## config.mk

```make
export PLATFORM = sky130hd
export DESIGN_NAME = taxi_eth_phy_rx_watchdog_mlane
export DESIGN_NICKNAME = d
export VERILOG_FILES = /design/src/rtl/taxi_eth_phy_rx_watchdog_pkg.sv /design/src/rtl/taxi_eth_phy_rx_watchdog_lane.sv /design/src/rtl/taxi_eth_phy_rx_watchdog_mlane.sv
export SDC_FILE = /design/constraint.sdc
export NUM_CORES = 1
export LEC_CHECK = 0
export BUFFER_PORTS_ARGS = -buffer_cell sky130_fd_sc_hd__buf_4
export CAP_MARGIN = 20
export CORE_ASPECT_RATIO = 0.5
export CORE_MARGIN = 5
export CORE_UTILIZATION = 40
export DETAILED_ROUTE_END_ITERATION = 8
export PLACE_DENSITY = 0.62
export SKIP_CTS_REPAIR_TIMING = 1
export SLEW_MARGIN = 20
export SYNTH_ARGS = -nofsm -noshare
export SYNTH_HDL_FRONTEND = slang
export SYNTH_SLANG_ARGS = --single-unit
```

## constraint.sdc

```tcl
create_clock -name clk -period 7.55 [get_ports clk]
set_clock_uncertainty 0.1 [all_clocks]
set_input_delay 0.3775 -clock clk [delete_from_list [all_inputs] [get_ports clk]]
set_output_delay 0.3775 -clock clk [all_outputs]
set_load 0.01 [all_outputs]
```

## src/rtl/taxi_eth_phy_rx_watchdog_pkg.sv

```systemverilog
// Shared types and sync-header constants for the multi-lane PCS receive watchdog.
package taxi_eth_phy_rx_watchdog_pkg;

   typedef enum logic [1:0] {
      HUNT    = 2'd0,
      GOOD    = 2'd1,
      HOLDOFF = 2'd2
   } lane_state_t;

   localparam logic [1:0] SYNC_DATA = 2'b10;
   localparam logic [1:0] SYNC_CTRL = 2'b01;

endpackage

```

## src/rtl/taxi_eth_phy_rx_watchdog_lane.sv

```systemverilog
// One lane of the receive watchdog: per-window health accumulators, the
// bad/good window counters and the HUNT/GOOD/HOLDOFF state machine.
module taxi_eth_phy_rx_watchdog_lane
   import taxi_eth_phy_rx_watchdog_pkg::*;
#(
   parameter int HDR_W        = 2,
   parameter int ERR_LIMIT    = 16,
   parameter int STATUS_LIMIT = 15,
   parameter int HOLDOFF_WIN  = 4,
   parameter int BLK_ERR_W    = 10
) (
   input  logic             clk,
   input  logic             rst,
   input  logic             window_end_i,
   input  logic [HDR_W-1:0] hdr_i,
   input  logic             hdr_valid_i,
   input  logic             bad_block_i,
   input  logic             seq_err_i,
   input  logic             lock_i,
   input  logic             high_ber_i,
   output logic             reset_req_o,
   output logic             status_o
);

   localparam int         ERR_W     = $clog2(ERR_LIMIT);
   localparam [ERR_W-1:0] ERR_TOP   = ERR_W'(ERR_LIMIT - 1);
   localparam [7:0]       STAT_SET  = 8'(STATUS_LIMIT - 1);
   localparam [7:0]       HOLD_INIT = 8'(HOLDOFF_WIN - 1);

   lane_state_t          state_q;
   logic                 saw_ctrl_q, saw_hber_q;
   logic [BLK_ERR_W-1:0] blk_err_q;
   logic [ERR_W-1:0]     err_cnt_q;
   logic [7:0]           stat_cnt_q, hold_cnt_q;
   logic                 reset_req_q, status_q;

   logic                 saw_ctrl_d, saw_hber_d;
   logic [BLK_ERR_W-1:0] blk_err_d;
   logic                 bad_win, enter_hold;

   // Accumulators include this cycle's sample so the window_end cycle is not
   // lost; while unlocked they stay cleared, so a window ending unlocked is bad.
   always_comb begin
      saw_ctrl_d = lock_i && (saw_ctrl_q || (hdr_valid_i && hdr_i == HDR_W'(SYNC_CTRL)));
      saw_hber_d = lock_i && (saw_hber_q || high_ber_i);
      blk_err_d  = blk_err_q;
      if (!lock_i)
         blk_err_d = '0;
      else if ((bad_block_i || seq_err_i) && !(&blk_err_q))
         blk_err_d = blk_err_q + BLK_ERR_W'(1);
   end

   assign bad_win    = !saw_ctrl_d || (&blk_err_d) || saw_hber_d;
   assign enter_hold = window_end_i && bad_win && (err_cnt_q == ERR_TOP);

   always_ff @(posedge clk or posedge rst) begin
      if (rst) begin
         state_q     <= HUNT;
         saw_ctrl_q  <= 1'b0;
         saw_hber_q  <= 1'b0;
         blk_err_q   <= '0;
         err_cnt_q   <= '0;
         stat_cnt_q  <= '0;
         hold_cnt_q  <= '0;
         reset_req_q <= 1'b0;
         status_q    <= 1'b0;
      end else begin
         reset_req_q <= 1'b0;
         if (state_q == HOLDOFF) begin
            saw_ctrl_q <= 1'b0;
            saw_hber_q <= 1'b0;
            blk_err_q  <= '0;
            status_q   <= 1'b0;
            if (window_end_i) begin
               if (hold_cnt_q == '0) begin
                  state_q    <= HUNT;
                  err_cnt_q  <= '0;
                  stat_cnt_q <= '0;
               end else begin
                  hold_cnt_q <= hold_cnt_q - 8'd1;
               end
            end
         end else begin
            saw_ctrl_q <= window_end_i ? 1'b0 : saw_ctrl_d;
            saw_hber_q <= window_end_i ? 1'b0 : saw_hber_d;
            blk_err_q  <= window_end_i ? '0 : blk_err_d;
            if (window_end_i) begin
               if (bad_win) begin
                  stat_cnt_q <= '0;
                  status_q   <= 1'b0;
                  if (enter_hold) begin
                     reset_req_q <= 1'b1;
                     err_cnt_q   <= '0;
                     hold_cnt_q  <= HOLD_INIT;
                     state_q     <= HOLDOFF;
                  end else begin
                     err_cnt_q <= err_cnt_q + ERR_W'(1);
                     state_q   <= HUNT;
                  end
               end else begin
                  err_cnt_q <= '0;
                  if (state_q == HUNT) begin
                     if (stat_cnt_q != 8'hFF)
                        stat_cnt_q <= stat_cnt_q + 8'd1;
                     if (stat_cnt_q == STAT_SET) begin
                        status_q <= 1'b1;
                        state_q  <= GOOD;
                     end
                  end
               end
            end
            // Lock loss drops status at once; a pending reset request still wins.
            if (!lock_i && !enter_hold) begin
               status_q   <= 1'b0;
               stat_cnt_q <= '0;
               state_q    <= HUNT;
            end
         end
      end
   end

   assign reset_req_o = reset_req_q;
   assign status_o    = status_q;

endmodule

```

## src/rtl/taxi_eth_phy_rx_watchdog_mlane.sv

```systemverilog
// Multi-lane receive watchdog: shared 125 us window timer, one lane monitor
// per lane, aggregate status. Per-lane reset-request counters: TAXI_RX_WATCHDOG_STATS_EN.
module taxi_eth_phy_rx_watchdog_mlane
   import taxi_eth_phy_rx_watchdog_pkg::*;
#(
   parameter int  LANES        = 4,
   parameter int  HDR_W        = 2,
   parameter real COUNT_125US  = 125000/6.4,
   parameter int  ERR_LIMIT    = 16,
   parameter int  STATUS_LIMIT = 15,
   parameter int  HOLDOFF_WIN  = 4,
   parameter int  BLK_ERR_W    = 10
) (
   input  logic                   clk,
   input  logic                   rst,
   input  logic [LANES*HDR_W-1:0] serdes_rx_hdr,
   input  logic [LANES-1:0]       serdes_rx_hdr_valid,
   input  logic [LANES-1:0]       rx_bad_block,
   input  logic [LANES-1:0]       rx_sequence_error,
   input  logic [LANES-1:0]       rx_block_lock,
   input  logic [LANES-1:0]       rx_high_ber,
   output logic [LANES-1:0]       serdes_rx_reset_req,
   output logic [LANES-1:0]       rx_status,
   output logic                   rx_status_all,
   output logic [LANES*16-1:0]    stat_reset_req_count
);

   localparam int COUNT_125US_INT = $rtoi(COUNT_125US);
   localparam int COUNT_W         = $clog2(COUNT_125US_INT + 1);

   if (HDR_W != 2) begin : g_hdr_chk
      $fatal(1, "HDR_W must be 2");
   end

   logic [COUNT_W-1:0] timer_q;
   logic               window_end;
   logic               status_all_q;

   assign window_end = (timer_q == '0);

   always_ff @(posedge clk or posedge rst) begin
      if (rst) begin
         timer_q      <= COUNT_W'(COUNT_125US_INT);
         status_all_q <= 1'b0;
      end else begin
         timer_q      <= window_end ? COUNT_W'(COUNT_125US_INT) : timer_q - COUNT_W'(1);
         status_all_q <= &rx_status;
      end
   end

   assign rx_status_all = status_all_q;

   for (genvar i = 0; i < LANES; i++) begin : g_lane
      taxi_eth_phy_rx_watchdog_lane #(
         .HDR_W        (HDR_W),
         .ERR_LIMIT    (ERR_LIMIT),
         .STATUS_LIMIT (STATUS_LIMIT),
         .HOLDOFF_WIN  (HOLDOFF_WIN),
         .BLK_ERR_W    (BLK_ERR_W)
      ) u_lane (
         .clk          (clk),
         .rst          (rst),
         .window_end_i (window_end),
         .hdr_i        (serdes_rx_hdr[i*HDR_W +: HDR_W]),
         .hdr_valid_i  (serdes_rx_hdr_valid[i]),
         .bad_block_i  (rx_bad_block[i]),
         .seq_err_i    (rx_sequence_error[i]),
         .lock_i       (rx_block_lock[i]),
         .high_ber_i   (rx_high_ber[i]),
         .reset_req_o  (serdes_rx_reset_req[i]),
         .status_o     (rx_status[i])
      );
   end

`ifdef TAXI_RX_WATCHDOG_STATS_EN
   logic [LANES-1:0][15:0] stat_q;

   always_ff @(posedge clk or posedge rst) begin
      if (rst) begin
         stat_q <= '0;
      end else begin
         for (int i = 0; i < LANES; i++)
            if (serdes_rx_reset_req[i] && stat_q[i] != 16'hFFFF)
               stat_q[i] <= stat_q[i] + 16'd1;
      end
   end

   assign stat_reset_req_count = stat_q;
`else
   assign stat_reset_req_count = '0;
`endif

endmodule

```

Yosys cells after proc, flatten, opt, wreduce, memory -nomap -nowiden
Cells that the tools add are included.
W data, S select, Z words.
{"block": "word_totals", "inputBits": 30, "reg_bits": 160, "out_inout_bits": 73}
{"block": "classes", "n_reduce_logical": 130, "add_sub_neg": 17, "muxes": 189, "eq_ne": 32}
{"op": "$mux W8", "count": 56}
{"op": "$mux W10", "count": 16}
{"op": "$mux W4", "count": 24}
{"op": "$reduce_and A10 Y1", "count": 8}
{"op": "$mux W2", "count": 36}
{"op": "$mux W1", "count": 56}
{"op": "$reduce_bool A4 Y1", "count": 12}
{"op": "$add A10 B1 Y10 const B", "count": 4}
{"op": "$reduce_and A5 Y1", "count": 8}
{"op": "$add A8 B1 Y8 const B", "count": 4}
{"op": "$eq A8 B4 Y1 const B", "count": 4}
{"op": "$logic_not A8 Y1", "count": 4}
{"op": "$ne A8 B8 Y1 const B", "count": 4}
{"op": "$sub A8 B1 Y8 const B", "count": 4}
{"op": "$logic_and A1 B1 Y1", "count": 28}
{"op": "$reduce_bool A2 Y1", "count": 12}
{"op": "$ne A2 B2 Y1 const B", "count": 11}
{"op": "$logic_or A1 B1 Y1", "count": 20}
{"op": "$reduce_and A4 Y1", "count": 5}
{"op": "$add A4 B1 Y4 const B", "count": 4}
{"op": "$eq A4 B4 Y1 const B", "count": 4}
{"op": "$logic_not A1 Y1", "count": 16}
{"op": "$logic_not A15 Y1", "count": 1}
{"op": "$mux W15", "count": 1}
{"op": "8 further kinds", "count": 26}

Depth between registers and ports, before layout
{"block": "logic_depth", "ltp_word": 15, "ltp_mapped": 11, "depth_no_buf": 9}

Cells and area by module
Synthesis repeated with hierarchy kept, for this count alone.
{"block": "unflattened", "cells_unflattened": 1042, "area_unflattened_um2": 9810.7}
{"module": "taxi_eth_phy_rx_watchdog_lane", "cells_per_inst": 225, "area_per_inst_um2": 2128.3, "seq_area_each_um2": 900.9, "instances": 4}
{"module": "taxi_eth_phy_rx_watchdog_mlane", "cells_per_inst": 142, "area_per_inst_um2": 1297.5, "seq_area_each_um2": 409.1, "instances": 1}

Worst setup path after synthesis
Ideal clock, no wire load.
{"block": "synth_timing", "kind": "register to register", "start": "reg g_lane[0].u_lane.blk_err_q[0]", "end": "reg g_lane[0].u_lane.stat_cnt_q[0]", "path_buffers": 1, "t_arrival_ps": 2686, "setup_ps": 118, "path_stages_with_launch": 10, "slack_ps": 4646, "required_time_ps": 7332, "cell_sequence": "dfrtp_1 ha_1 o211ai_2 o31a_1 or3_1 or3_1 o41a_1 buf_2 a21o_1 a21o_1"}
{"block": "synth_between", "elab_chain_cells": 14}
{"element": "from (decl)", "line": "taxi_eth_phy_rx_watchdog_lane.sv:32", "rtl": "logic [BLK_ERR_W-1:0] blk_err_q;"}
{"element": "from (signal assigned)", "line": "taxi_eth_phy_rx_watchdog_lane.sv:86", "rtl": "blk_err_q <= window_end_i ? '0 : blk_err_d;"}
{"element": "branches (longest 3 deep; another with $add A10 B1 Y10)"}
{"element": "$mux W10 (*)", "line": "taxi_eth_phy_rx_watchdog_lane.sv:49", "rtl": "else if ((bad_block_i || seq_err_i) && !(&blk_err_q))"}
{"element": "$mux W10 (*)", "line": "taxi_eth_phy_rx_watchdog_lane.sv:47", "rtl": "if (!lock_i)"}
{"element": "$reduce_and A10 Y1 (*)", "line": "taxi_eth_phy_rx_watchdog_lane.sv:53", "rtl": "assign bad_win = !saw_ctrl_d || (&blk_err_d) || saw_hber_d;"}
{"element": "$logic_or A1 B1 Y1 (*) (2 in series)", "line": "taxi_eth_phy_rx_watchdog_lane.sv:53"}
{"element": "$logic_and A1 B1 Y1 (2 in series)", "line": "taxi_eth_phy_rx_watchdog_lane.sv:54", "rtl": "assign enter_hold = window_end_i && bad_win && (err_cnt_q == ERR_TOP);"}
{"element": "$logic_not A1 Y1", "line": "taxi_eth_phy_rx_watchdog_lane.sv:113", "rtl": "if (!lock_i && !enter_hold) begin"}
{"element": "$logic_and A1 B1 Y1", "line": "taxi_eth_phy_rx_watchdog_lane.sv:113"}
{"element": "$reduce_bool A4 Y1 (no source line) (tied with other cells)"}
{"element": "$reduce_and A5 Y1 (no source line) or $mux W8 (tied branches)"}
{"element": "to (signal assigned)", "line": "taxi_eth_phy_rx_watchdog_lane.sv:104", "rtl": "stat_cnt_q <= stat_cnt_q + 8'd1;"}
{"element": "to (decl)", "line": "taxi_eth_phy_rx_watchdog_lane.sv:34", "rtl": "logic [7:0] stat_cnt_q, hold_cnt_q;"}
Every way passes the cells marked *. The select of a mux whose other input is x is not followed.
A chain may end at the register's enable or synchronous reset.

Worst setup path after layout
{"block": "layout_timing", "start": "reg timer_q[0]", "end": "reg g_lane[0].u_lane.stat_cnt_q[6]"}
{"block": "layout_between", "elab_chain_cells": 7}
{"element": "from (decl)", "line": "taxi_eth_phy_rx_watchdog_mlane.sv:35", "rtl": "logic [COUNT_W-1:0] timer_q;"}
{"element": "from (signal assigned)", "line": "taxi_eth_phy_rx_watchdog_mlane.sv:43", "rtl": "timer_q <= COUNT_W'(COUNT_125US_INT);"}
{"element": "from (signal assigned)", "line": "taxi_eth_phy_rx_watchdog_mlane.sv:46", "rtl": "timer_q <= window_end ? COUNT_W'(COUNT_125US_INT) : timer_q - COUNT_W'(1);"}
{"element": "$logic_not A15 Y1 (*)", "line": "taxi_eth_phy_rx_watchdog_mlane.sv:39", "rtl": "assign window_end = (timer_q == '0);"}
{"element": "$logic_and A1 B1 Y1 (2 in series)", "line": "taxi_eth_phy_rx_watchdog_lane.sv:54"}
{"element": "$logic_not A1 Y1", "line": "taxi_eth_phy_rx_watchdog_lane.sv:113"}
{"element": "$logic_and A1 B1 Y1", "line": "taxi_eth_phy_rx_watchdog_lane.sv:113"}
{"element": "$reduce_bool A4 Y1 (no source line) (tied with other cells)"}
{"element": "$reduce_and A5 Y1 (no source line) or $mux W8 (tied branches)"}
Every way passes the cells marked *; elsewhere a longest branch is shown, timed or not.

==> metrics.cfg <==
[outcome]
status = complete, but fails checks
violations = negative hold slack

[floorplanning]
core_mm2 = 0.0231
num_io_pins = 103
die_w_um = 228
die_h_um = 119
rows = 39
start_util_pct = 41.2
die-area_mm2 = 0.0272

[power_and_ir_drop]
ir_drop_mv = 0.103
power.density_mw_per_mm2 = 180
total_leakage_power_uw = 0.00456

[clock_tree]
cts_tree = done
htreeDepth = 4
cts_buffer_depth = 2
cts_inserted_buffers = 17
clk_latency_ns = 0.43
cts_sinks = 160
clk_pin_slew_ns = 0.07
cts_root_buf = clkbuf_16

[sta]
setup_viol = 0
final_hold_viol_count = 26
setup_tns_ns = 0
finalCritPeriodShare_pct = 46.0
max_freq_mhz = 288
relSlewSlack_pct = 38.5
fin_ws_ns = 4.08
fin_crit_ns = 3.47
rsz0062_at_grt = no
slew_violations = 0
whs_ns = -0.0500
worst_pin_slew_ns = 0.919

[placement]
dpl_cell_area_mm2 = 0.00984
io_buffer_count = 38
gp_congestion = 0.850
preCtsSetupSlack_ns = 4.08
post-dp-hpwl_um = 13800

[finish]
seqCellArea_mm2 = 0.00401
syn_to_final_growth_pct = 9.41
layout-drive-gt1-share_pct = 10.1
fill_cells = 2227
final_net_count = 1125
multiInputGateArea_mm2 = 0.00494
diodes = 0
utilization_pct = 45.0
design_area_mm2 = 0.0104

[yosys]
synth_most_common_cell = dfrtp_1
yosys-top-cells-area = dfrtp_1 (40%), buf_4 (5.7%), nor2_1 (4.6%)
synth_xor_area_share_pct = 4.32
synthFlopType = dfrtp_1
async_flop_share_pct = 100
ys_types = 71
ys_ff_latch = 160
synthAdderAreaFrac_pct = 3.29
synth_top_family_by_area = simple AND/OR/NAND/NOR gates
synth_warnings = 0
synth_largest_area_cell = dfrtp_1
seq_area_frac_synth_pct = 42.1
avgSynthCellArea_um2 = 9.12
synth_compound_area_share_pct = 17.4
synthMuxAreaShare_pct = 1.49
netlist_instances = 1044
synthDominantCellAreaShare_pct = 40.2
synth-simple-area-share_pct = 22.8
syn_area_mm2 = 0.00952
synthTopCellsByCount = dfrtp_1 (153), nor2_1 (116), buf_4 (72), nand2_1 (67), o21ai_0 (66)
synth_edf_count = 0

[routing]
wl_um = 20000
dr.pass1.iters = 5
drc_errors = 0
wl_per_cell_um = 14.4
routed-via-count = 7581
first_iter_violations = 494
vias_per_cell = 5.45
ant_nets = 0

[run]
maxCapViolations = 0

[critical_path]
crit_fanout = 18
r2r.worst_path.cells = 9
regToRegEndpoint = g_lane[0].u_lane.stat_cnt_q[6]$_DFFE_PP0P_
r2r_setup_slack_ns = 4.08
criticalPathCategory = reg2reg
endpoint = g_lane[0].u_lane.stat_cnt_q[6]$_DFFE_PP0P_
worstPathRequired_ns = 7.77
crit_path_start = timer_q[0]$_DFF_PP1_
r2r-start = timer_q[0]$_DFF_PP1_
arrival_ns = 3.69
critPathCaptureType = flop
crit_path_start_kind = flop

[global_routing]
grt_pass1_vias = 7176
track_usage_pct = 14.8
grt_max_degree = 82
antenna_found_initial = 0
grt_overflow = 0
grt_pass1_wl_um = 34300

[min_path]
hp-class = in2async

[cell type report]
class / count / share of cell area (%)
Multi-Input combinational cell: 805 / 47.4
Sequential cell: 160 / 38.5
Clock buffer: 18 / 4.22
Tap cell: 307 / 3.69
Timing Repair Buffer: 47 / 3.42
Inverter: 39 / 1.45
Clock inverter: 14 / 1.25
[kinds of logic after synthesis]
kind of cell / Yosys count
AOI/OAI and AO/OA: 237
DFF: 160
muxes: 14
xor gates and xnor gates: 47
adders and majority gates: 25
and+or+nand+nor: 418
buffers and inverters: 142
other: 1
[per-layer routing]
metal | routed length, µm | track usage [%] | share of wire [%] | vias to the layer above
met4 | 266 | 4.76 | 1.3 | 0
met5 | 0 | 0 | 0 | -
met3 | 800 | 2.85 | 4.0 | 21
met2 | 9440 | 24.9 | 47 | 151
met1 | 9470 | 19.5 | 47 | 3707
li1 | - | - | - | 3702
[worst max-delay path, stage by stage, from the launching register on]
cell	delay [ns]
dfstp_2	0.38
inv_1	0.07
ha_1	0.22
nor3b_1	0.39
nand4_1	0.80
nor2_1	0.31
o31a_1	0.43
or3_1	0.33
o21ai_0	0.15
a22o_1	0.19
[worst min path at each step]
stage                                                             to  depth (start not counted)            startpoint
after floorplan                                 timer_q[0]$_DFF_PP1_                          1  timer_q[0]$_DFF_PP1_
after global placement                          timer_q[0]$_DFF_PP1_                          1  timer_q[0]$_DFF_PP1_
after detailed placement                        timer_q[0]$_DFF_PP1_                          1  timer_q[0]$_DFF_PP1_
after CTS                                    rx_status_all$_DFF_PP0_                          2                   rst
after global routing      g_lane[1].u_lane.hold_cnt_q[5]$_DFFE_PP0P_                          2                   rst
final                                        rx_status_all$_DFF_PP0_                          2                   rst
[report_power, final]
group	total, µW	internal (µW)	switching [µW]
Combinational	132	47.4	84.3
Sequential	897	876	20.7
Clock	843	467	375
[state kept, by name, indices dropped and copies added (netlist names)]
name,count
g_lane.u_lane.state_q,8
timer_q,15
g_lane.u_lane.reset_req_o,4
g_lane.u_lane.status_o,4
g_lane.u_lane.err_cnt_q,16
g_lane.u_lane.saw_hber_q,4
rx_status_all,1
g_lane.u_lane.saw_ctrl_q,4
g_lane.u_lane.stat_cnt_q,32
g_lane.u_lane.hold_cnt_q,32
g_lane.u_lane.blk_err_q,40
[stage by stage]
| step | total power, µW | hold slack, ns | cells |
|---|---|---|---|
| 6_report | 1870 | -0.0500 | 1390 |
| 5_1_grt | 1960 | 0.0141 | 1390 |
| 4_1_cts | 1900 | -0.00219 | 1390 |
| 3_5_place_dp | 1040 | 0.340 | 1358 |
| 3_3_place_gp | 1040 | 0.339 | 1358 |
| 2_1_floorplan | 1030 | 0.328 | 1107 |
[placed cells by master, fill, tap and decap left out, drive strengths merged, types with 26 or more instances in the layout]
master	Yosys	routed
inv	39	45
nor3	34	34
o21ai	68	68
xor2	26	26
conb	1	64
nand3	44	44
nor2	116	116
nand2	67	67
a21oi	37	37
dfrtp	153	153
buf	76	47
Note: power is estimated with default switching activity, not from simulation.
